==> src/rtl/uart_receiver.sv <==
// -----------------------------------------------------------------------------
// uart_receiver
//   8N1 UART receiver (1 start, 8 data LSB first, 1 stop, no parity) using
//   OVERSAMPLE-times oversampling with mid-bit sampling. A free-running tick
//   generator divides clk down to OVERSAMPLE ticks per bit period; the frame
//   FSM only advances on those ticks.
//
// Valid/strobe semantics: there is no backpressure. 'valid' is a one-cycle
//   pulse and 'data' is new and stable in that cycle (and holds until the
//   next good frame). 'frame_err' is a one-cycle pulse when the stop bit is
//   sampled low; 'data' is left untouched in that case. The two strobes are
//   never high together.
//
// Ports:
//   clk          in   system clock, rising edge
//   rst_n        in   asynchronous active-low reset
//   RxD          in   asynchronous serial input, idle high
//   data         out  [7:0] last correctly received byte
//   valid        out  one-cycle pulse, data is new
//   frame_err    out  one-cycle pulse, stop bit sampled low
//   busy         out  high in every state except IDLE
//   o_dbg_state  out  [2:0] current FSM state (debug visibility)
// -----------------------------------------------------------------------------
module uart_receiver #(
  parameter int CLK_FREQ   = 100000000,
  parameter int BAUD_RATE  = 9600,
  parameter int OVERSAMPLE = 16
) (
  input  logic       clk,
  input  logic       rst_n,
  input  logic       RxD,
  output logic [7:0] data,
  output logic       valid,
  output logic       frame_err,
  output logic       busy,
  output logic [2:0] o_dbg_state
);

  localparam int TICK_DIV = CLK_FREQ / (BAUD_RATE * OVERSAMPLE);
  localparam int TW       = (TICK_DIV > 1) ? $clog2(TICK_DIV) : 1;
  localparam int SW       = $clog2(OVERSAMPLE);

  localparam logic [TW-1:0] TICK_LAST = TW'(TICK_DIV - 1);
  localparam logic [SW-1:0] SMP_MID   = SW'(OVERSAMPLE / 2 - 1);
  localparam logic [SW-1:0] SMP_LAST  = SW'(OVERSAMPLE - 1);

  typedef enum logic [2:0] {
    ST_IDLE  = 3'd0,
    ST_START = 3'd1,
    ST_DATA  = 3'd2,
    ST_STOP  = 3'd3,
    ST_BREAK = 3'd4
  } state_t;

  state_t        r_state;
  logic          r_sync1;
  logic          r_sync2;
  logic [TW-1:0] r_tick_cnt;
  logic [SW-1:0] r_sample_cnt;
  logic [2:0]    r_bit_idx;
  logic [7:0]    r_shift;
  logic [7:0]    r_data;
  logic          r_valid;
  logic          r_frame_err;
  logic          r_busy;

  logic          w_tick;
  logic          w_rx_s;

  // Two-flop synchroniser; reset high so a released reset looks like idle line.
  always_ff @(posedge clk or negedge rst_n) begin
    if (!rst_n) begin
      r_sync1 <= 1'b1;
      r_sync2 <= 1'b1;
    end else begin
      r_sync1 <= RxD;
      r_sync2 <= r_sync1;
    end
  end

  assign w_rx_s = r_sync2;

  // Free-running tick generator. Deliberately not restarted on a start edge:
  // the resulting edge-detection jitter is bounded by one tick.
  always_ff @(posedge clk or negedge rst_n) begin
    if (!rst_n) begin
      r_tick_cnt <= '0;
    end else if (r_tick_cnt == TICK_LAST) begin
      r_tick_cnt <= '0;
    end else begin
      r_tick_cnt <= r_tick_cnt + TW'(1);
    end
  end

  assign w_tick = (r_tick_cnt == TICK_LAST);

  // Frame FSM with registered strobes and busy.
  always_ff @(posedge clk or negedge rst_n) begin
    if (!rst_n) begin
      r_state      <= ST_IDLE;
      r_sample_cnt <= '0;
      r_bit_idx    <= '0;
      r_shift      <= '0;
      r_data       <= '0;
      r_valid      <= 1'b0;
      r_frame_err  <= 1'b0;
      r_busy       <= 1'b0;
    end else begin
      r_valid     <= 1'b0;
      r_frame_err <= 1'b0;
      case (r_state)
        ST_IDLE: begin
          if (w_tick && !w_rx_s) begin
            r_state      <= ST_START;
            r_sample_cnt <= '0;
            r_busy       <= 1'b1;
          end
        end

        ST_START: begin
          if (w_tick) begin
            if (r_sample_cnt == SMP_MID) begin
              // Mid start bit: a line back high means the edge was a glitch.
              if (!w_rx_s) begin
                r_state      <= ST_DATA;
                r_sample_cnt <= '0;
                r_bit_idx    <= '0;
              end else begin
                r_state <= ST_IDLE;
                r_busy  <= 1'b0;
              end
            end else begin
              r_sample_cnt <= r_sample_cnt + SW'(1);
            end
          end
        end

        ST_DATA: begin
          if (w_tick) begin
            if (r_sample_cnt == SMP_LAST) begin
              r_shift      <= {w_rx_s, r_shift[7:1]};
              r_sample_cnt <= '0;
              if (r_bit_idx == 3'd7) begin
                r_state <= ST_STOP;
              end else begin
                r_bit_idx <= r_bit_idx + 3'd1;
              end
            end else begin
              r_sample_cnt <= r_sample_cnt + SW'(1);
            end
          end
        end

        ST_STOP: begin
          if (w_tick) begin
            if (r_sample_cnt == SMP_LAST) begin
              r_sample_cnt <= '0;
              // Leaving at mid stop bit lets a back-to-back start edge be caught.
              if (w_rx_s) begin
                r_data  <= r_shift;
                r_valid <= 1'b1;
                r_state <= ST_IDLE;
                r_busy  <= 1'b0;
              end else begin
                r_frame_err <= 1'b1;
                r_state     <= ST_BREAK;
              end
            end else begin
              r_sample_cnt <= r_sample_cnt + SW'(1);
            end
          end
        end

        ST_BREAK: begin
          // Wait for the line to go high so a held-low line cannot retrigger.
          if (w_tick && w_rx_s) begin
            r_state <= ST_IDLE;
            r_busy  <= 1'b0;
          end
        end

        default: begin
          r_state <= ST_IDLE;
          r_busy  <= 1'b0;
        end
      endcase
    end
  end

  assign data        = r_data;
  assign valid       = r_valid;
  assign frame_err   = r_frame_err;
  assign busy        = r_busy;
  assign o_dbg_state = r_state;

endmodule

==> config.mk <==
export PLATFORM = sky130hd
export DESIGN_NAME = uart_receiver
export DESIGN_NICKNAME = d
export VERILOG_FILES = /design/src/rtl/uart_receiver.sv
export SDC_FILE = /design/constraint.sdc
export NUM_CORES = 1
export LEC_CHECK = 0
export CORE_MARGIN = 2
export CORE_UTILIZATION = 24
export CTS_CLUSTER_SIZE = 28
export DETAILED_ROUTE_END_ITERATION = 12
export PLACE_DENSITY_LB_ADDON = 0.12
export SYNTH_ARGS = -nofsm -noshare
export SYNTH_HDL_FRONTEND = slang
export SYNTH_SLANG_ARGS = --single-unit
==> constraint.sdc <==
create_clock -name clk -period 4.15 [get_ports clk]
set_input_delay 0.6225 -clock clk [delete_from_list [all_inputs] [get_ports clk]]
set_output_delay 0.6225 -clock clk [all_outputs]
set_load 0.02 [all_outputs]
==> metrics.csv, run 1 <==
metric,value,unit
outcome,completed,
synth_top_cell_by_area,dfrtp_1,
initial_utilization,24.4,%
fin_skew,0.0122,ns
hold_viol,0,
grt_pass1_wl,7.07,mm
rsz0062_at_grt,false,
grt_pass1_vias,1407,
antenna_left,0,
drt_iter0_drc,46,
stdcell_count,295,
tns,0,ns
die_w,94.9,um
wl_per_cell,13.8,um
irDropWorstVdd,145,uV
async_flop_share,100,%
synth.area.top_cells,"dfrtp_1 49%, mux2_2 11%, ha_1 3.2%",
multi_input_area,892,um2
diodes,0,
cts_hold_buf,0,
cts_made_buffers,5,
cts.sink_count,41,
worst-r2r-cell-count,4,
reg2reg_slack,1.71,ns
worst_setup_path_end_kind,register,
powerDensity,340,nW/um2
total_power,806,uW
netlist_instances,171,
grt_max_degree,42,
clockBufferDepth,2,
cts_resized,0,
dieArea,9010,um2
synth_ff_type,dfrtp_1,
htree_num_levels,2,
cts_setup_buffers,0,
r2r-start,r_tick_cnt[4],
ys_ff_latch,41,
synth_most_common_cell,dfrtp_1,
yosysUniqueCellTypes,46,
synth_edf_count,0,
drive_gt1_share,20.0,%
syn_area_per_cell,11.6,um2
slew_violations,0,
nets,197,
drc,0,
synth_warnings,0,
dp.final_hpwl,2.86,mm
boundaryPins,17,
synth_area,1980,um2
io_buffers,16,
p_leak,0.00105,uW
dr_total_vias,1358,
worst_pin_slew,0.916,ns
syn2layout_area_growth,19.7,%
crit_path_start,r_tick_cnt[4],
synth_fp_nets,179,
setup_violations,0,
wl,4.08,mm
cts_tree,yes,
grt-ovfl-total,0,
dp_cells,287,
die_height,94.9,um
worst_r2r_endpoint,data[6],
max_freq,409,MHz
row_count,33,
critical_path_class,register to register,
cts-root-buf,clkbuf_8,
grt_use_total,10.2,%
cts.clk_slew.worst_paths,0.08,ns
max_slew_margin,38.9,%
final-seq-area,1030,um2
antenna_found_initial,0,
drv_cap,0,
required,4.33,ns
finalCriticalPeriod,2.44,ns
fin_crit_sh,58.9,%
fill_cells,823,
endpoint,data[6],
place_congestion,0.796,
dr.pass1.iters,4,
yosysSeqAreaShare,51.8,%
core,8130,um2
synth_top_area_share,49.2,%
yosys-top-cells-count,"39 x dfrtp_1, 19 x mux2_2, 14 x nor2_1, 11 x nand2_1, 8 x inv_1",
routed_via_density,4.60,
crit_path_start_kind,register,
min_path_type,register to register,
cp_max_fo,13,
insertion_delay,0.30,ns
cp_data_arrival_time,2.62,ns
area by class of cell:
class | instances | area share, %
inverters | 8 | 1.26
flip-flops and latches | 41 | 43.3
multi-input cells | 117 | 37.6
clock inverters | 3 | 2.90
clock buffers | 5 | 2.90
repair buffers | 16 | 6.53
well taps | 105 | 5.53
placed cells by master (no fill, tap or decap), types with 2 or more instances in the layout:
| cell | n |
|---|---|
| a21oi_1 | 2 |
| dfstp_2 | 2 |
| xor2_1 | 5 |
| dfrtp_1 | 39 |
| bufinv_16 | 2 |
| mux2_2 | 19 |
| nand2b_1 | 2 |
| o21ai_0 | 4 |
| nand3_1 | 6 |
| o31ai_1 | 2 |
| and3_1 | 4 |
| nand2_1 | 11 |
| nor2_1 | 14 |
| clkdlybuf4s50_1 | 15 |
| xnor2_1 | 4 |
| nor4_1 | 5 |
| ha_1 | 5 |
| mux2i_1 | 3 |
| nand4_1 | 2 |
| or3_1 | 3 |
| inv_1 | 8 |
| clkbuf_8 | 5 |
| or4_1 | 2 |
worst max-delay path, stage by stage (launching register included):
cell	delay [ns]
dfrtp_1	0.43
or4b_4	0.58
nor3_4	0.43
and3_1	0.50
mux2_2	0.38
power breakdown:
group | total [uW] | internal, uW | switching (uW) | leakage [uW]
combinational | 12.1 | 1.98 | 10.1 | 0.000429
clock | 392 | 242 | 150 | 0.0000687
sequential | 402 | 401 | 1.08 | 0.000552
registers in the layout (all words and copies together), names as in the netlist:
name          flops
r_sample_cnt      4
r_tick_cnt       10
valid             1
data              8
frame_err         1
r_sync2           1
o_dbg_state       3
r_sync1           1
busy              1
r_bit_idx         3
r_shift           8
stage by stage:
stage                     cell area [um2]  setup slack, ns  hold slack, ns  utilization, %
after floorplan                      1980             2.24           0.327               -
after global placement               2240             1.79           0.347            27.5
after detailed placement             2240             1.69           0.350            27.5
after CTS                            2370             1.68           0.362            29.2
after global routing                 2370             1.57           0.363            29.2
final                                2370             1.71           0.359            29.2
kinds of logic after synthesis:
kind of cell | Yosys count | share of synthesized area [%]
fa+ha+maj | 5 | 3.15
mux | 22 | 12.3
simple gates | 62 | 18.6
buf+inv | 13 | 3.22
flops | 41 | 51.8
xor+xnor | 9 | 3.97
compound gates | 19 | 6.94
metal layers:
metal | vias to the layer above | routed length, um | global-route usage [%]
met4 | 0 | 74 | 4.35
met2 | 26 | 2040 | 16.8
li1 | 650 | - | -
met5 | - | 0 | 0
met1 | 675 | 1800 | 12.7
met3 | 7 | 155 | 2.47
how the worst min path moves through the flow:
| stage | from | to | slack [ns] | cells past startpoint |
|---|---|---|---|---|
| floorplan | rst_n | busy | 0.33 | 0 |
| CTS | r_sync1 | r_sync2 | 0.36 | 0 |
| global route | r_sync1 | r_sync2 | 0.36 | 0 |
| global placement | r_sync1 | r_sync2 | 0.35 | 0 |
| finish | r_sync1 | r_sync2 | 0.36 | 0 |
| detailed placement | r_sync1 | r_sync2 | 0.35 | 0 |
Note: power is estimated with default switching activity, not from simulation.
==> inputs of run 2 (changes only) <==
- clock period: 4.15 -> 2.1 ns (I/O delays scaled with it)
==> metrics.csv, run 2 (synthesis gave the netlist of run 1 again) <==
metric,value,unit
grt_pass1_wl,6.86,mm
drt_iter0_drc,53,
syn2layout_area_growth,26.2,%
critical_path_class,register to register,
irDropWorstVdd,307,uV
die_height,94.9,um
final_common_cell,dfrtp_1,
antenna_left,0,
largest_reg_flops,10,
cts_made_buffers,5,
core,8130,um2
hold_viol,0,
power_frac_clock,48.3,%
crit_path_start_kind,register,
drv_cap,0,
max_freq,516,MHz
crit_chain,"or4b_4, nor3_4, buf_4, nand3_2, mux2_2",
drc,0,
p_leak,0.00112,uW
dieArea,9010,um2
setup_ws,0.161,ns
routed_via_density,4.46,
initial_utilization,24.4,%
grt_use_total,9.98,%
setup_violations,0,
cts_hold_buf,0,
dr.pass1.iters,4,
nets,211,
boundaryPins,17,
grt_pass1_vias,1420,
grt-ovfl-total,0,
io_buffers,16,
rsz0062_at_grt,false,
worst_pin_slew,0.526,ns
outcome,completed,
fin_skew,0.00315,ns
cp_max_fo,8,
slew_violations,0,
seqPwrFrac,50.0,%
swShare,19.6,%
cts-root-buf,clkbuf_8,
place_congestion,0.809,
finalCriticalPeriod,1.94,ns
power_frac_comb,1.6,%
cts_tree,yes,
fin_crit_sh,92.3,%
row_count,33,
preCtsSetupSlack,0.0718,ns
cts_resized,0,
dr_total_vias,1379,
slowest_stage,or4b_4,
total_power,1590,uW
final_cell_mix,"39 x dfrtp_1, 19 x mux2_2, 15 x clkdlybuf4s50_1",
cts_setup_buffers,0,
tns,0,ns
powerDensity,634,nW/um2
required,2.28,ns
dp.final_hpwl,2.94,mm
switchingPower,312,uW
cts.sink_count,41,
drive_gt1_share,26.5,%
htree_num_levels,2,
clockBufferDepth,2,
hold_ws,0.0883,ns
min_path_type,primary input to asynchronous set/reset pin,
antenna_found_initial,0,
insertion_delay,0.29,ns
wl_per_cell,13.1,um
worst_setup_path_end_kind,register,
wl,4.03,mm
cp_data_arrival_time,2.12,ns
grt_max_degree,42,
cpPeakStageDelay,0.53,ns
largest-register,r_tick_cnt,
max_slew_margin,64.9,%
cts.clk_slew.worst_paths,0.08,ns
diodes,0,
die_w,94.9,um
intPower,1280,uW
run 2: final timing paths:
kind / from / end / slack (ns) / cells after the start
setup / recovery: r_tick_cnt[8] / r_shift[6] / 0.16 / 5
min in group clk: r_sync1 / r_sync2 / 0.36 / 0
max in group asynchronous: rst_n / r_sync1 / 1.64 / 2
hold reg to reg: r_sync1 / r_sync2 / 0.36 / 0
hold / removal: rst_n / r_bit_idx[2] / 0.09 / 2
setup reg to reg: r_tick_cnt[8] / r_shift[6] / 0.16 / 5
run 2: power groups by stage:
stage	Combinational, uW	Clock [uW]	Sequential, uW
global placement	26.2	0	810
detailed placement	27.1	0	810
floorplan	4.77	0	809
finish	25.9	767	794
global route	30.7	836	795
CTS	27.2	801	795
run 2: critical path, delay by kind of cell (launching register included):
kind | cells | cell delay, ns
simple gates | 3 | 0.88
mux | 1 | 0.34
flops | 1 | 0.43
buf+inv | 1 | 0.17
run 2: per-layer routing:
metal / track usage [%] / up-vias / part of all wire (%) / wire length, um
li1: - / 679 / - / -
met1: 12.2 / 672 / 45 / 1830
met2: 16.8 / 21 / 49 / 1990
met3: 2.71 / 7 / 3.4 / 137
met4: 3.74 / 0 / 1.9 / 76
met5: 0 / - / 0 / 0
run 2: stage by stage:
stage	utilization [%]	instance area (um2)	std cells
after CTS	30.6	2490	309
final	30.8	2500	309
after global placement	28.9	2350	301
after floorplan	-	1980	171
after detailed placement	28.9	2350	301
after global routing	30.8	2500	309
run 2: final cells by class:
class                      count  area, um2
sequential                    41       1030
timing repair buffer          30        273
clock buffer                   5       68.8
inverter                       8       30.0
clock inverter                 3       68.8
multi-input combinational    117        903
tap                          105        131
fill                         830       5630
==> inputs of run 3 (changes only) <==
- GPL_TIMING_DRIVEN: not set -> 0
==> metrics.csv, run 3 (synthesis gave the netlist of run 1 again) <==
metric,value,unit
fill_cells,823,
wl,4.06,mm
grt-ovfl-total,0,
drive_gt1_share,23.9,%
finalCriticalPeriod,2.00,ns
clockBufferDepth,2,
grt_max_degree,30,
io_buffers,16,
htree_num_levels,2,
p_leak,0.00108,uW
crit_cells,4,
fin_skew,0.00680,ns
worst_setup_path_end_kind,register,
cts_tree,yes,
outcome,completed,
largest_reg_flops,10,
place_congestion,0.817,
final_util,30.0,%
whs_path_depth,0,
diodes,0,
critical_path_class,register to register,
cp_data_arrival_time,2.18,ns
worst-path-buf-inv,0,
max_freq,501,MHz
power_frac_clock,44.3,%
setup_violations,0,
drv_cap,0,
cts.sink_count,41,
wl_per_cell,13.4,um
max_slew_margin,70.6,%
worst_r2r_endpoint,data[6],
row_count,33,
cts.clk_slew.worst_paths,0.08,ns
initial_utilization,24.4,%
dr_total_vias,1360,
nets,204,
rsz0062_at_grt,false,
insertion_delay,0.29,ns
r2r-start,r_tick_cnt[2],
dr.pass1.iters,4,
routed_via_density,4.50,
drc,0,
core,8130,um2
worst_pin_slew,0.438,ns
boundaryPins,17,
fin_crit_sh,95.1,%
syn2layout_area_growth,23.0,%
slowest_stage,or4b_4,
worst-r2r-cell-count,4,
antenna_found_initial,0,
grt_pass1_vias,1353,
crit_chain,"or4b_4, nor3_4, and3_4, mux2_2",
slew_violations,0,
swShare,21.8,%
irDropWorstVdd,415,uV
dieArea,9010,um2
die_w,94.9,um
cp_max_fo,8,
reg2reg_slack,0.10,ns
cts-root-buf,clkbuf_8,
stdcell_count,302,
antenna_left,0,
preCtsSetupSlack,-0.00564,ns
intPower,1160,uW
drt_iter0_drc,53,
power_frac_comb,2.0,%
grt_pass1_wl,6.98,mm
endpoint,data[6],
seqPwrFrac,53.6,%
cts_made_buffers,5,
crit_path_start,r_tick_cnt[2],
crit_path_start_kind,register,
powerDensity,607,nW/um2
hold_viol,0,
total_power,1480,uW
largest-register,r_tick_cnt,
dp_cells,293,
crit_family,simple AND/OR/NAND/NOR gates,
die_height,94.9,um
final_common_cell,dfrtp_1,
dp.final_hpwl,2.95,mm
cpPeakStageDelay,0.56,ns
hold_ws,0.361,ns
required,2.28,ns
setup_ws,0.104,ns
min_path_type,register to register,
final_cell_mix,"37 x dfrtp_1, 19 x mux2_2, 15 x clkdlybuf4s50_1",
grt_use_total,10.0,%
switchingPower,323,uW
## run 3: timing repair
action	CTS	global route
hold buffers	1	0
hold endpoints to repair	12	0
gates resized for setup	0	8
cloned	0	0
endpoints found under the setup margin	1	13
setup buffers	0	1
pin swaps	0	0
## run 3: worst reg2reg max path, cell delays in order (launching register included)
cell,delay [ns]
dfrtp_2,0.45
or4b_4,0.56
nor3_4,0.22
and3_4,0.31
mux2_2,0.35
## run 3: per-layer routing
layer | track usage, % | wire [um]
met4 | 2.90 | 53
met2 | 15.7 | 1880
met3 | 2.63 | 126
met5 | 0 | 0
met1 | 13.7 | 2010
## run 3: worst min path at each step
stage	start	endpoint	slack, ns
floorplan	rst_n	busy	0.02
global placement	r_sync1	r_sync2	0.35
detailed placement	rst_n	frame_err	0.25
CTS	r_sync1	r_sync2	0.36
global route	r_sync1	r_sync2	0.37
finish	r_sync1	r_sync2	0.36
## run 3: cell type report
class	instances	area, um2	share of cell area (%)
repair buffers	19	193	7.90
well taps	105	131	5.38
plain buffers	4	22.5	0.923
inverters	8	30.0	1.23
multi-input cells	117	917	37.6
flip-flops and latches	41	1030	42.3
clock inverters	3	46.3	1.90
clock buffers	5	68.8	2.82
## run 3: metrics by stage
| step | TNS [ns] | cell area (um2) |
|---|---|---|
| after floorplan | 0 | 1980 |
| after global placement | -18.94 | 2280 |
| after detailed placement | -0.00564 | 2290 |
| after CTS | -0.0255 | 2420 |
| after global routing | 0 | 2440 |
| final | 0 | 2440 |
## run 3: power groups by stage
stage	Combinational, uW	Clock [uW]	Sequential (uW)
2_1_floorplan	4.77	0	809
3_3_place_gp	27.4	0	810
3_5_place_dp	30.7	0	810
4_1_cts	32.2	684	794
5_1_grt	36.2	720	795
6_report	30.0	656	794
